$ cat src/rtl/timer_counter_pkg.sv
// timer_counter_pkg: register map, control word layout and FSM encodings for the timer
package timer_counter_pkg;
  localparam logic [1:0] REG_CTRL = 2'd0, REG_PRESET = 2'd1, REG_COUNT = 2'd2;
  localparam logic [1:0] MODE_RELOAD = 2'b01;
  localparam logic [1:0] ST_IDLE = 2'd0, ST_CNT = 2'd1, ST_INT = 2'd2;
  typedef struct packed {
    logic im;
    logic [1:0] mode;
    logic en;
  } ctrl_t;
endpackage

$ cat src/rtl/timer_counter_if.sv
// timer_counter_if: CPU-side load/store port and interrupt line of the timer
interface timer_counter_if;
  logic we;
  logic [3:0] addr;
  logic [31:0] wdata;
  logic [31:0] rdata;
  logic irq;
  modport master(output we, addr, wdata, input rdata, irq);
  modport slave(input we, addr, wdata, output rdata, irq);
endinterface

$ cat src/rtl/timer_counter.sv
// timer_counter: memory-mapped down-counter with one-shot/auto-reload modes and maskable irq
module timer_counter
  import timer_counter_pkg::*;
#(
  parameter int CNT_W = 32,
  parameter logic [CNT_W-1:0] PRESET_INIT = '0
) (
  input logic clk,
  input logic reset,
  timer_counter_if.slave bus
);
  ctrl_t ctrl;
  logic [CNT_W-1:0] preset;
  logic [CNT_W-1:0] count;
  logic [1:0] state;
  logic irq_pend;
  logic [1:0] sel;
  logic unused_addr;
  assign sel = bus.addr[3:2];
  assign unused_addr = ^bus.addr[1:0];
  assign bus.irq = irq_pend & ctrl.im;
  always_comb
    bus.rdata = sel == REG_CTRL ? {28'b0, ctrl} :
                sel == REG_PRESET ? preset :
                sel == REG_COUNT ? count : '0;
  always_ff @(posedge clk or posedge reset)
    if (reset) begin
      ctrl <= '0;
      preset <= PRESET_INIT;
      count <= '0;
      state <= ST_IDLE;
      irq_pend <= 1'b0;
    end else begin
      case (state)
        ST_IDLE:
          if (ctrl.en) begin
            count <= preset;
            state <= ST_CNT;
          end
        ST_CNT:
          if (!ctrl.en) state <= ST_IDLE;
          else if (count == '0) begin
            state <= ST_INT;
            irq_pend <= 1'b1;
          end else count <= count - CNT_W'(1);
        ST_INT: begin
          state <= ST_IDLE;
          if (ctrl.mode == MODE_RELOAD) irq_pend <= 1'b0;
          else ctrl.en <= 1'b0;
        end
        default: state <= ST_IDLE;
      endcase
      // bus writes come last so they override same-cycle FSM updates
      if (bus.we && sel == REG_CTRL) begin
        ctrl <= ctrl_t'(bus.wdata[3:0]);
        irq_pend <= 1'b0;
      end
      if (bus.we && sel == REG_PRESET) begin
        preset <= bus.wdata;
        irq_pend <= 1'b0;
      end
    end
endmodule

$ cat src/flat_wrapper.sv
// flat-port wrapper written by rule: the top's interface ports become plain ports
module timer_counter_flat import timer_counter_pkg::*;
#(
  parameter int CNT_W = 32,
  parameter logic [CNT_W-1:0] PRESET_INIT = '0
)
  (clk, reset, bus_we, bus_addr, bus_wdata, bus_rdata, bus_irq);
  timer_counter_if bus_i ();
  input logic clk;
  input logic reset;
  input wire logic [$bits(bus_i.we)-1:0] bus_we;
  input wire logic [$bits(bus_i.addr)-1:0] bus_addr;
  input wire logic [$bits(bus_i.wdata)-1:0] bus_wdata;
  output wire logic [$bits(bus_i.rdata)-1:0] bus_rdata;
  output wire logic [$bits(bus_i.irq)-1:0] bus_irq;
  assign bus_i.we = bus_we;
  assign bus_i.addr = bus_addr;
  assign bus_i.wdata = bus_wdata;
  assign bus_rdata = bus_i.rdata;
  assign bus_irq = bus_i.irq;
  timer_counter #(.CNT_W(CNT_W), .PRESET_INIT(PRESET_INIT)) u_core (.clk(clk), .reset(reset), .bus(bus_i));
endmodule
$ cat config.mk
export PLATFORM = sky130hd
export DESIGN_NAME = timer_counter_flat
export DESIGN_NICKNAME = d
export VERILOG_FILES = /design/src/rtl/timer_counter_pkg.sv /design/src/rtl/timer_counter_if.sv /design/src/rtl/timer_counter.sv /design/src/flat_wrapper.sv
export SDC_FILE = /design/constraint.sdc
export NUM_CORES = 1
export LEC_CHECK = 0
export CAP_MARGIN = 25
export CELL_PAD_IN_SITES_DETAIL_PLACEMENT = 1
export CELL_PAD_IN_SITES_GLOBAL_PLACEMENT = 2
export CORE_MARGIN = 10
export CORE_UTILIZATION = 33
export DETAILED_ROUTE_END_ITERATION = 8
export PLACE_DENSITY = 0.8
export SLEW_MARGIN = 20
export SYNTH_ARGS = -nofsm -noshare
export SYNTH_HDL_FRONTEND = slang
export SYNTH_SLANG_ARGS = --single-unit
$ cat constraint.sdc
create_clock -name clk -period 2.65 [get_ports clk]
set_input_delay 0.265 -clock clk [delete_from_list [all_inputs] [get_ports clk]]
set_output_delay 0.265 -clock clk [all_outputs]
set_load 0.01 [all_outputs]
==> results.md <==
- Critical path peak fanout: 6
- Vias per cell: 5.63
- Wire per inst: 20.0 um
- Synth Net Count: 492
- Starting density of the core: 33.7%
- Worst Tran Pin Value: 0.684 ns
- Synth top cells by count: 71 x dfrtp_1, 37 x nand2_1, 34 x mux2_2, 33 x a21oi_1, 28 x a22o_1
- Setup TNS: 0 ns
- Yosys reg bits: 71
- CP Buf/Inv Count: 1
- Max incr delay on CP: 0.66 ns
- Port Buffer Count: 69
- Area leader, netlist: dfrtp_1
- Antenna viol nets, final: 0
- Ys async rst share: 100%
- Maxcap violations: 0
- CTS Buffer Depth: 2
- Clock skew: 0.00512 ns
- TritonCTS clock tree: yes
- Final Hold Violating Endpoints: 0
- Post-synth EDFFs: 0
- Mapped Avg Cell Area: 9.47 um2
- Dpl hpwl: 10400 um
- Min Tclk post-route: 2.58 ns
- Pin count of the biggest net entering global routing: 72
- Full die area: 17800 um2
- Relative slew slack: 54.4%
- Post-synth cell types: 60
- Power Total: 5.30 mW
- Non-Filler Instances: 707
- Gr usage total: 16.3%
- Cell area after synthesis: 4250 um2
- Net count, final: 573
- Synth Warn #: 0
- Dominant cells by area after synthesis: dfrtp_1 42%, mux2_2 9.0%, a22o_1 5.8%
- Clk pin slew, worst setup/hold paths: 0.05 ns
- Ys flop type: dfrtp_1
- Crit path max-delay family: simple AND/OR/NAND/NOR gates
- Arrival @ worst endpoint: 2.81 ns
- Layout cell share with drive strength beyond 1: 18.9%
- Num CTS Buffers: 9
- Final worst path period share: 97.3%
- Status: finished, final reports clean
- Vias: 3980
- Critical setup path kind: flop to flop
- Synthesis-to-layout area growth: 31.7%
- Count leader, synth: dfrtp_1
- Worst-path cell chain: or4_1 -> or2_4 -> o41ai_1 -> buf_4 -> a31oi_1 -> a41o_1
- Fmax: 0.388 GHz
- Critical path required time: 2.88 ns
- Initial antenna violation count: 0
- Pwr dens: 945 nW/um2
- Cells after DPL: 691
- Synth top area share: 41.8%
- Cells after Synth: 449
- RSZ-0062 raised after global routing: no
- Leakage: 2.23 nW
- Detailed Routing Iterations Pass 1: 4
- Final core utilization: 44.4%
- Seq/Total Area, Yosys: 41.8%
- Root Driver: clkbuf_16
- Global-route wire length before repair: 23600 um
- CP Capture Type: flop
- Critical-path top delay cell: or4_1
- Worst-case vdd ir drop: 0.318 mV
- H-tree depth: 3
- CTS sink cnt: 71
- Die Span Y: 134 um
- Min-delay worst type: input port to async pin
- Worst setup SP type: flop
- DR DRC count: 0
- Final setup violating endpoints: 0
- Antenna fix cells: 0
- Later-pin clock latency in the skew report: 0.34 ns
- Post-Route WL: 14200 um
- Slew Viols, Final: 0
- Total grt overflow: 0
- Iteration-0 DRC Markers: 302
- Die Wd: 134 um
- Core area: 12600 um2
- I/O pins: 72
- RePlAce Congestion: 0.883
- Vias in the first global route: 4404
- Cell row count: 41
-- worst min-delay path, stage by stage --
cell,delay [ns]
clkdlybuf4s50_1,0.41
inv_2,0.07
buf_12,0.33
-- metrics by stage --
stage / area, um2 / setup slack (ns) / hold WS [ns]
2_1_floorplan: 4250 / 0.344 / 0.382
3_3_place_gp: 5320 / 0.111 / 0.505
3_5_place_dp: 5320 / 0.136 / 0.504
4_1_cts: 5590 / 0.101 / 0.348
5_1_grt: 5600 / 0.0315 / 0.374
6_report: 5600 / 0.0727 / 0.327
-- timing repair --
item	4_1_cts	5_1_grt
buffers inserted	0	0
hold buffers	0	0
setup endpoints to repair	0	20
resized for setup	0	2
endpoints found under the hold margin	0	0
-- cells in the final DEF, fill, tap and decap left out, types with 3 or more instances in the layout --
cell type / synthesis / routed
o21ai_0: 21 / 21
a21oi_1: 33 / 33
clkbuf_16: 0 / 9
or2_2: 3 / 3
nand3_1: 14 / 14
or3_1: 4 / 4
ha_1: 4 / 3
a22o_1: 28 / 28
nor4b_1: 3 / 3
o211ai_1: 9 / 9
dfrtp_1: 71 / 71
and2_1: 3 / 3
a41o_1: 3 / 3
nor3_1: 14 / 14
or4_1: 8 / 8
nor4_1: 9 / 8
o22ai_1: 14 / 14
nand2b_1: 4 / 4
a31oi_1: 7 / 7
a311oi_1: 3 / 3
nor2_1: 21 / 21
clkdlybuf4s50_1: 0 / 69
buf_4: 0 / 33
mux2_2: 34 / 34
and3_1: 7 / 7
inv_1: 11 / 10
clkinv_2: 0 / 4
mux2i_1: 7 / 7
nand2_1: 37 / 37
nand4_1: 5 / 5
-- power by group --
group | switching, mW | leakage [nW] | internal (mW)
combinational | 1.20 | 1.26 | 1.04
clock | 0.461 | 0.142 | 0.678
sequential | 0.464 | 0.833 | 1.45
-- worst paths after layout --
kind                                   start                 to  slack (ns)  cells past startpoint
max reg2reg                 u_core.count[20]    u_core.irq_pend        0.07                      6
max in group asynchronous              reset  u_core.preset[12]        2.00                      3
min                                    reset   u_core.count[26]        0.33                      3
min reg2reg                u_core.preset[26]   u_core.count[26]        0.51                      1
max                         u_core.count[20]    u_core.irq_pend        0.07                      6
min in group clk           u_core.preset[26]   u_core.count[26]        0.51                      1
-- layer usage --
metal | share of wire [%] | up-vias | track usage, % | routed length [um]
li1 | - | 1881 | - | -
met1 | 44 | 1998 | 19.9 | 6220
met2 | 50 | 85 | 27.8 | 7120
met3 | 4.7 | 16 | 4.29 | 669
met4 | 1.1 | 0 | 3.99 | 155
met5 | 0 | - | 0 | 0
-- cell type report --
cell class / instances / area, um2
Inverter: 11 / 41.3
Tap cell: 172 / 215
Timing Repair Buffer: 104 / 978
Clock buffer: 12 / 256
Clock inverter: 4 / 20.0
Multi-Input combinational cell: 333 / 2320
Sequential cell: 71 / 1780
Fill cell: 1466 / 7020
-- state kept, by name, summed over array words and instances (netlist names) --
signal           count
u_core.state         2
u_core.preset       32
u_core.count        32
u_core.ctrl          4
u_core.irq_pend      1
-- logic make-up (layout without fill, tap and decap cells) --
family                     after synthesis  count (layout)  synth area share, %
muxes                                   41              41                 10.6
AOI/OAI and AO/OA                      144             144                 23.4
buffers and inverters                   45             131                 4.21
and+or+nand+nor                        144             144                 18.8
adders and majority gates                4               4                 1.18
DFF                                     71              71                 41.8
Note: power is estimated with default switching activity, not from simulation.
